[src/rtl/blut_loader.sv]
// Branch lookup table loader: streams target words from a valid/ready source,
// adds a program base offset, and writes them into a combinationally-read table.
module blut_loader #(
  parameter int PC_W  = 10,
  parameter int IDX_W = 5
) (
  input  logic             clk,
  input  logic             init,
  input  logic             start,
  input  logic [IDX_W-1:0] base_idx,
  input  logic [IDX_W:0]   count,
  input  logic [PC_W-1:0]  offset,
  input  logic             cfg_valid,
  input  logic [PC_W-1:0]  cfg_data,
  output logic             cfg_ready,
  input  logic [IDX_W-1:0] lk_idx,
  output logic [PC_W-1:0]  lk_target,
  output logic             busy,
  output logic             done
);

  localparam int ENTRIES = 2 ** IDX_W;
  localparam logic [IDX_W:0] ONE = 1;

  typedef enum logic [1:0] {IDLE, LOAD, FIN} state_t;

  state_t           state;
  logic [PC_W-1:0]  tbl [ENTRIES];
  logic [IDX_W-1:0] base_q;
  logic [IDX_W:0]   count_q;
  logic [IDX_W:0]   n_q;
  logic [PC_W-1:0]  offset_q;
  logic             ready_q;
  logic             busy_q;
  logic             done_q;
  logic [IDX_W-1:0] wr_idx;
  logic             last_word;

  // Index arithmetic wraps naturally at IDX_W bits, so base+n is already mod 2**IDX_W.
  assign wr_idx    = base_q + n_q[IDX_W-1:0];
  assign last_word = (n_q == (count_q - ONE));

  assign lk_target = tbl[lk_idx];
  assign cfg_ready = ready_q;
  assign busy      = busy_q;
  assign done      = done_q;

  always_ff @(posedge clk) begin
    if (init) begin
      state    <= IDLE;
      base_q   <= '0;
      count_q  <= '0;
      n_q      <= '0;
      offset_q <= '0;
      ready_q  <= 1'b0;
      busy_q   <= 1'b0;
      done_q   <= 1'b0;
      for (int i = 0; i < ENTRIES; i++) begin
        tbl[i] <= '0;
      end
    end else begin
      case (state)
        IDLE: begin
          if (start) begin
            busy_q <= 1'b1;
            if (count != '0) begin
              base_q   <= base_idx;
              count_q  <= count;
              offset_q <= offset;
              n_q      <= '0;
              ready_q  <= 1'b1;
              state    <= LOAD;
            end else begin
              done_q <= 1'b1;
              state  <= FIN;
            end
          end
        end
        LOAD: begin
          // Stalled cycles (cfg_valid low) leave every register untouched.
          if (cfg_valid) begin
            tbl[wr_idx] <= cfg_data + offset_q;
            n_q         <= n_q + ONE;
            if (last_word) begin
              ready_q <= 1'b0;
              done_q  <= 1'b1;
              state   <= FIN;
            end
          end
        end
        FIN: begin
          busy_q <= 1'b0;
          done_q <= 1'b0;
          state  <= IDLE;
        end
        default: begin
          ready_q <= 1'b0;
          busy_q  <= 1'b0;
          done_q  <= 1'b0;
          state   <= IDLE;
        end
      endcase
    end
  end

endmodule

[config.mk]
export PLATFORM = sky130hd
export DESIGN_NAME = blut_loader
export DESIGN_NICKNAME = d
export VERILOG_FILES = /design/src/rtl/blut_loader.sv
export SDC_FILE = /design/constraint.sdc
export NUM_CORES = 1
export LEC_CHECK = 0
export ABC_AREA = 1
export CAP_MARGIN = 5
export CORE_AREA = 2 2 177 179
export DETAILED_ROUTE_END_ITERATION = 8
export DIE_AREA = 0 0 179 181
export PLACE_DENSITY_LB_ADDON = 0.15
export SLEW_MARGIN = 0
export SYNTH_ARGS = -nofsm -noshare
export SYNTH_HDL_FRONTEND = slang
export SYNTH_SLANG_ARGS = --single-unit
export TNS_END_PERCENT = 30
[constraint.sdc]
create_clock -name clk -period 2.66 [get_ports clk]
set_input_delay 0.665 -clock clk [delete_from_list [all_inputs] [get_ports clk]]
set_output_delay 0.665 -clock clk [all_outputs]
set_load 0.05 [all_outputs]
Word level (Yosys, flattened, before mapping). Memory sizes are Yosys's and may differ from the RTL's. Cells that the tools add are included.

Reductions and logical operators: 10. Eq/ne operators: 8. Muxes and demuxes: 30. Add/subtract/negate cells: 4. Bitwise operators: 2.

Operator list (number): $mux 6 (3); $mux 1 (16); $pmux 6 s2 (1); $add 10x10->10 (1); $mux 10 (1); $ne 2x2->1 const B (5); $reduce_or 10->1 (1); $mux 2 (4); $reduce_and 4->1 (2); $add 6x1->6 const B (1); $eq 6x6->1 (1); $reduce_and 3->1 (2); $reduce_bool 6->1 (1); $sub 6x1->6 const B (1); $add 5x5->5 (1); $mux 5 (1); $reduce_and 5->1 (1); $pmux 1 s2 (2); $pmux 2 s2 (1); $pmux 1 s3 (1); $eq 2x1->1 const B (1); $eq 2x2->1 const B (1); $logic_not 2->1 (1); $not 1->1 (2); 2 further kinds (2).

Output and inout bits: 13. Input bits: 40. Memories kept: 1. Bits in writable memories: 320. Logic and storage cells: 63. Register bits: 32.

Memory list: tbl (depth 32, width 10, read ports 1, clocked after Yosys merged registers in 0, wr ports 32, RTL line 28) `logic [PC_W-1:0] tbl [ENTRIES];`.

Logic depth before layout (Yosys ltp).
Depth in word-level cells: 6. Mapped depth: 13. Gate-level depth less buffers: 13.

Worst setup path after synthesis. Ideal clock, no wire load.

Kind: input -> output. Start: input port lk_idx[0]. End: output port lk_target[5]. Data required time: 1995 ps. Arrival: 2263 ps. Path buffers: 4. Cell stages on the path: 11. Path slack: -268 ps. Path through: clkbuf_1 -> buf_2 -> inv_1 -> buf_2 -> buf_2 -> nor2_1 -> o22ai_1 -> o21ai_0 -> o21ai_0 -> nand2_1 -> nand2_1.

Longest elaborated chain between the ends: 1.

Ends and longest elaborated chain: start, declared (RTL line 16) `input logic [IDX_W-1:0] lk_idx,`; $mem_v2 32x10; end, declared (RTL line 17) `output logic [PC_W-1:0] lk_target,`.

No other way between the ends.

Final worst setup path.
Start: input port lk_idx[1]. End: output port lk_target[9].

Same word-level chain as after synthesis.

==> results by group <==
Synth
  – Largest cells by area after synthesis: edfxtp_1 (57%), nor2_1 (8.9%), o21ai_0 (6.5%)
  – Post-synth EDFFs: between 300 and 400
  – Area leader, netlist: edfxtp_1
  – Yosys reg bits: 352
  – Most common cell in the netlist: nor2_1
  – Sequential area share after synthesis: ~61%
  – Yosys warns: 0
  – Top post-synthesis cells by count: nor2_1 (400), edfxtp_1 (320), o21ai_0 (218), nor2_2 (144), nand2_1 (133)
  – Mapped Avg Cell Area: between 10 and 15 µm²
  – Synth top area share: 57.3%
  – Syn Nets: ~1700
  – Mapped Cells: 1641
  – FFs w/ async S/R, synth: 0%
  – Number of distinct library cells after synthesis: 32
  – Cell Area, Synth: ~17000 µm²
  – Main synth FF type: edfxtp_1

Global route
  – First-pass GRT wire length: 75300 µm
  – Gr ovfl total: 0
  – Total track usage: a little over 30%
  – Largest net degree at the start of global routing: 57
  – Vias in the first global route: 13200
  – Initial antenna violation count: 0

Route
  – Post-Route WL: between 50000 and 60000 µm
  – Wire per inst: approximately 23 µm
  – Antenna violation net count after detailed routing: 0
  – DR vias: between 10000 and 15000
  – Iter 0 DRT Violations: around 1400
  – Drt pass-1 iters: 7
  – Vias/cell: slightly above 6
  – DRC violations left: 0

Setup path
  – Critical path startpoint category: primary input
  – Critical Path Fanout Max: 10
  – WP data arrival: ~2.3 ns
  – Worst EP required: 2.00 ns
  – CP Class: in -> out
  – R2R Setup Slk: between 0.15 and 0.2 ns
  – Critical path endpoint category: primary output

CTS
  – H-tree levels: 2
  – Root Buffer: clkbuf_16
  – Hold-fix buffers, CTS: 0
  – Clk_lat worst skew: 0.53 ns
  – CTS tree: done
  – Sink Count: about 350
  – Num CTS Buffers: 38
  – CTS clk-pin slew, worst paths: roughly 0.06 ns
  – Worst-case clock buffer depth: 3

Power and ir drop
  – Maximum vdd drop: ~0.52 mV
  – Power per cell area: about 670 nW/µm²
  – Leakage power: approximately 8.5 nW

Floorplan
  – Die Ht: between 150 and 200 µm
  – Core Region: roughly 30000 µm²
  – Die area: roughly 32000 µm²
  – Ports: 53
  – Row Count: 64
  – Die X: between 150 and 200 µm
  – Starting Density: between 50% and 60%

STA
  – Final Hold Viols: 0
  – Min Tclk post-route: approximately 2.9 ns
  – TNS Setup: -1.67 ns
  – Setup-failing EPs final: 10
  – Final WS setup: -0.269 ns
  – F_max: between 0.3 and 0.4 GHz
  – Slew at the pin with the worst max-slew slack: 0.630 ns
  – Layout Skew: between 0.015 and 0.02 ns
  – Final Max Tran Viols: 0
  – Fin crit share: 110%
  – Max-slew headroom: around 58%
  – Worst hold slack: between 0.4 and 0.5 ns
  – Unrepaired setup endpoints after global routing: true

Layout
  – Nets: ~1900
  – Ant diodes: 0
  – Layout cell share with drive strength beyond 1: 33.0%
  – Area Overhead vs Synth: 33.1%

Placement
  – Place WS: -0.532 ns
  – Port Buffers: 52
  – GPL Wtd Cong: 0.847
  – DP Wirelength: ~30000 µm

Run
  – Maxcap violations: 0

Hold path
  – Worst Hold Class: reg -> reg

Outcome
  – Failing checks: setup timing
  – Outcome: finished with violations
final timing paths:
path,from,cells past startpoint,endpoint
hold / removal,cfg_ready$_SDFFE_PP0P_,2,cfg_ready$_SDFFE_PP0P_
setup reg to reg,base_q[0]$_SDFFE_PP0P_,10,tbl[7][7]$_SDFFCE_PN0P_
hold reg to reg,cfg_ready$_SDFFE_PP0P_,2,cfg_ready$_SDFFE_PP0P_
setup / recovery,lk_idx[1],12,lk_target[9]
report_power, final:
group	internal [mW]	total, mW	switching [mW]
registers	6.23	6.32	0.0838
logic	1.17	3.05	1.87
clock network	3.34	5.52	2.18
placed cells by master (no fill, tap or decap), types with 3 or more instances in the layout:
master and instances:
o221ai_2 22, inv_2 6, nor3_4 9, edfxtp_1 320, buf_16 12, xor2_4 7, buf_8 8, inv_1 27
o21ai_0 137, buf_4 131, o21ai_2 30, buf_6 11, nand2_2 30, nand2_4 11, bufinv_16 5, clkdlybuf4s50_1 38
nor2_2 158, clkinv_2 3, ha_1 15, o21ai_4 7, clkbuf_16 50, nand3_2 8, clkinv_1 12, o22ai_1 21
o22ai_2 7, o221ai_1 30, clkbuf_1 6, a21oi_1 21, a21oi_2 3, nor3_1 3, nand3_1 37, dfxtp_1 32
buf_12 75, nor2_1 385, nand2_1 108, o21ai_1 44, xor2_1 3
final cells by class:
type | instances | area (µm²)
Inverter | 38 | 179
Multi-Input combinational cell | 1113 | 6430
Fill cell | 1979 | 8010
Clock buffer | 48 | 1070
Timing Repair Buffer | 286 | 3690
Tap cell | 396 | 495
Sequential cell | 352 | 10200
Clock inverter | 20 | 219
layer usage:
layer	vias to the layer above	GRT usage (%)	routed length [µm]
met5	-	0	0
met4	0	12.1	2030
met3	149	4.86	5190
met2	813	51.6	25700
met1	6618	40.4	19000
li1	6055	-	-
critical path, stage by stage:
cell	delay, ns
buf_12	0.13
inv_8	0.07
buf_6	0.13
buf_12	0.13
buf_4	0.13
o21ai_0	0.11
o221ai_1	0.27
nand3_2	0.16
o21ai_2	0.10
nand2_1	0.12
nand2_4	0.12
buf_12	0.13
cells by family (layout without fill, tap and decap cells):
family,Yosys count,in the layout,synth area share [%]
AND/OR/NAND/NOR,755,755,20.3
flip-flops,352,352,61.1
AO/OA/AOI/OAI,325,325,11.1
buffers and inverters,176,392,5.05
adder cells (fa/ha/maj),17,17,1.36
XOR/XNOR,16,16,1.08
sequential cells by signal, summed over array words and instances, names as in the netlist:
name / count
tbl: 320
offset_q: 10
count_q: 6
n_q: 6
base_q: 5
state: 2
busy: 1
cfg_ready: 1
done: 1
timing repair:
item / CTS / global route
endpoints found under the setup margin: 11 / 200
pin swaps: 55 / 54
gates resized for setup: 148 / 123
gates cloned: 11 / 8
buffers inserted: 16 / 11
metrics by stage:
step                utilization (%)  power (mW)  area, µm²  std cells
floorplan                         -        7.68      16900       1641
global placement               64.3        8.94      19500       2142
detailed placement             64.3        8.98      19500       2142
CTS                            71.6        14.6      21700       2237
global route                   73.6        15.3      22300       2253
finish                         73.6        14.9      22300       2253
Note: power is estimated with default switching activity, not from simulation.
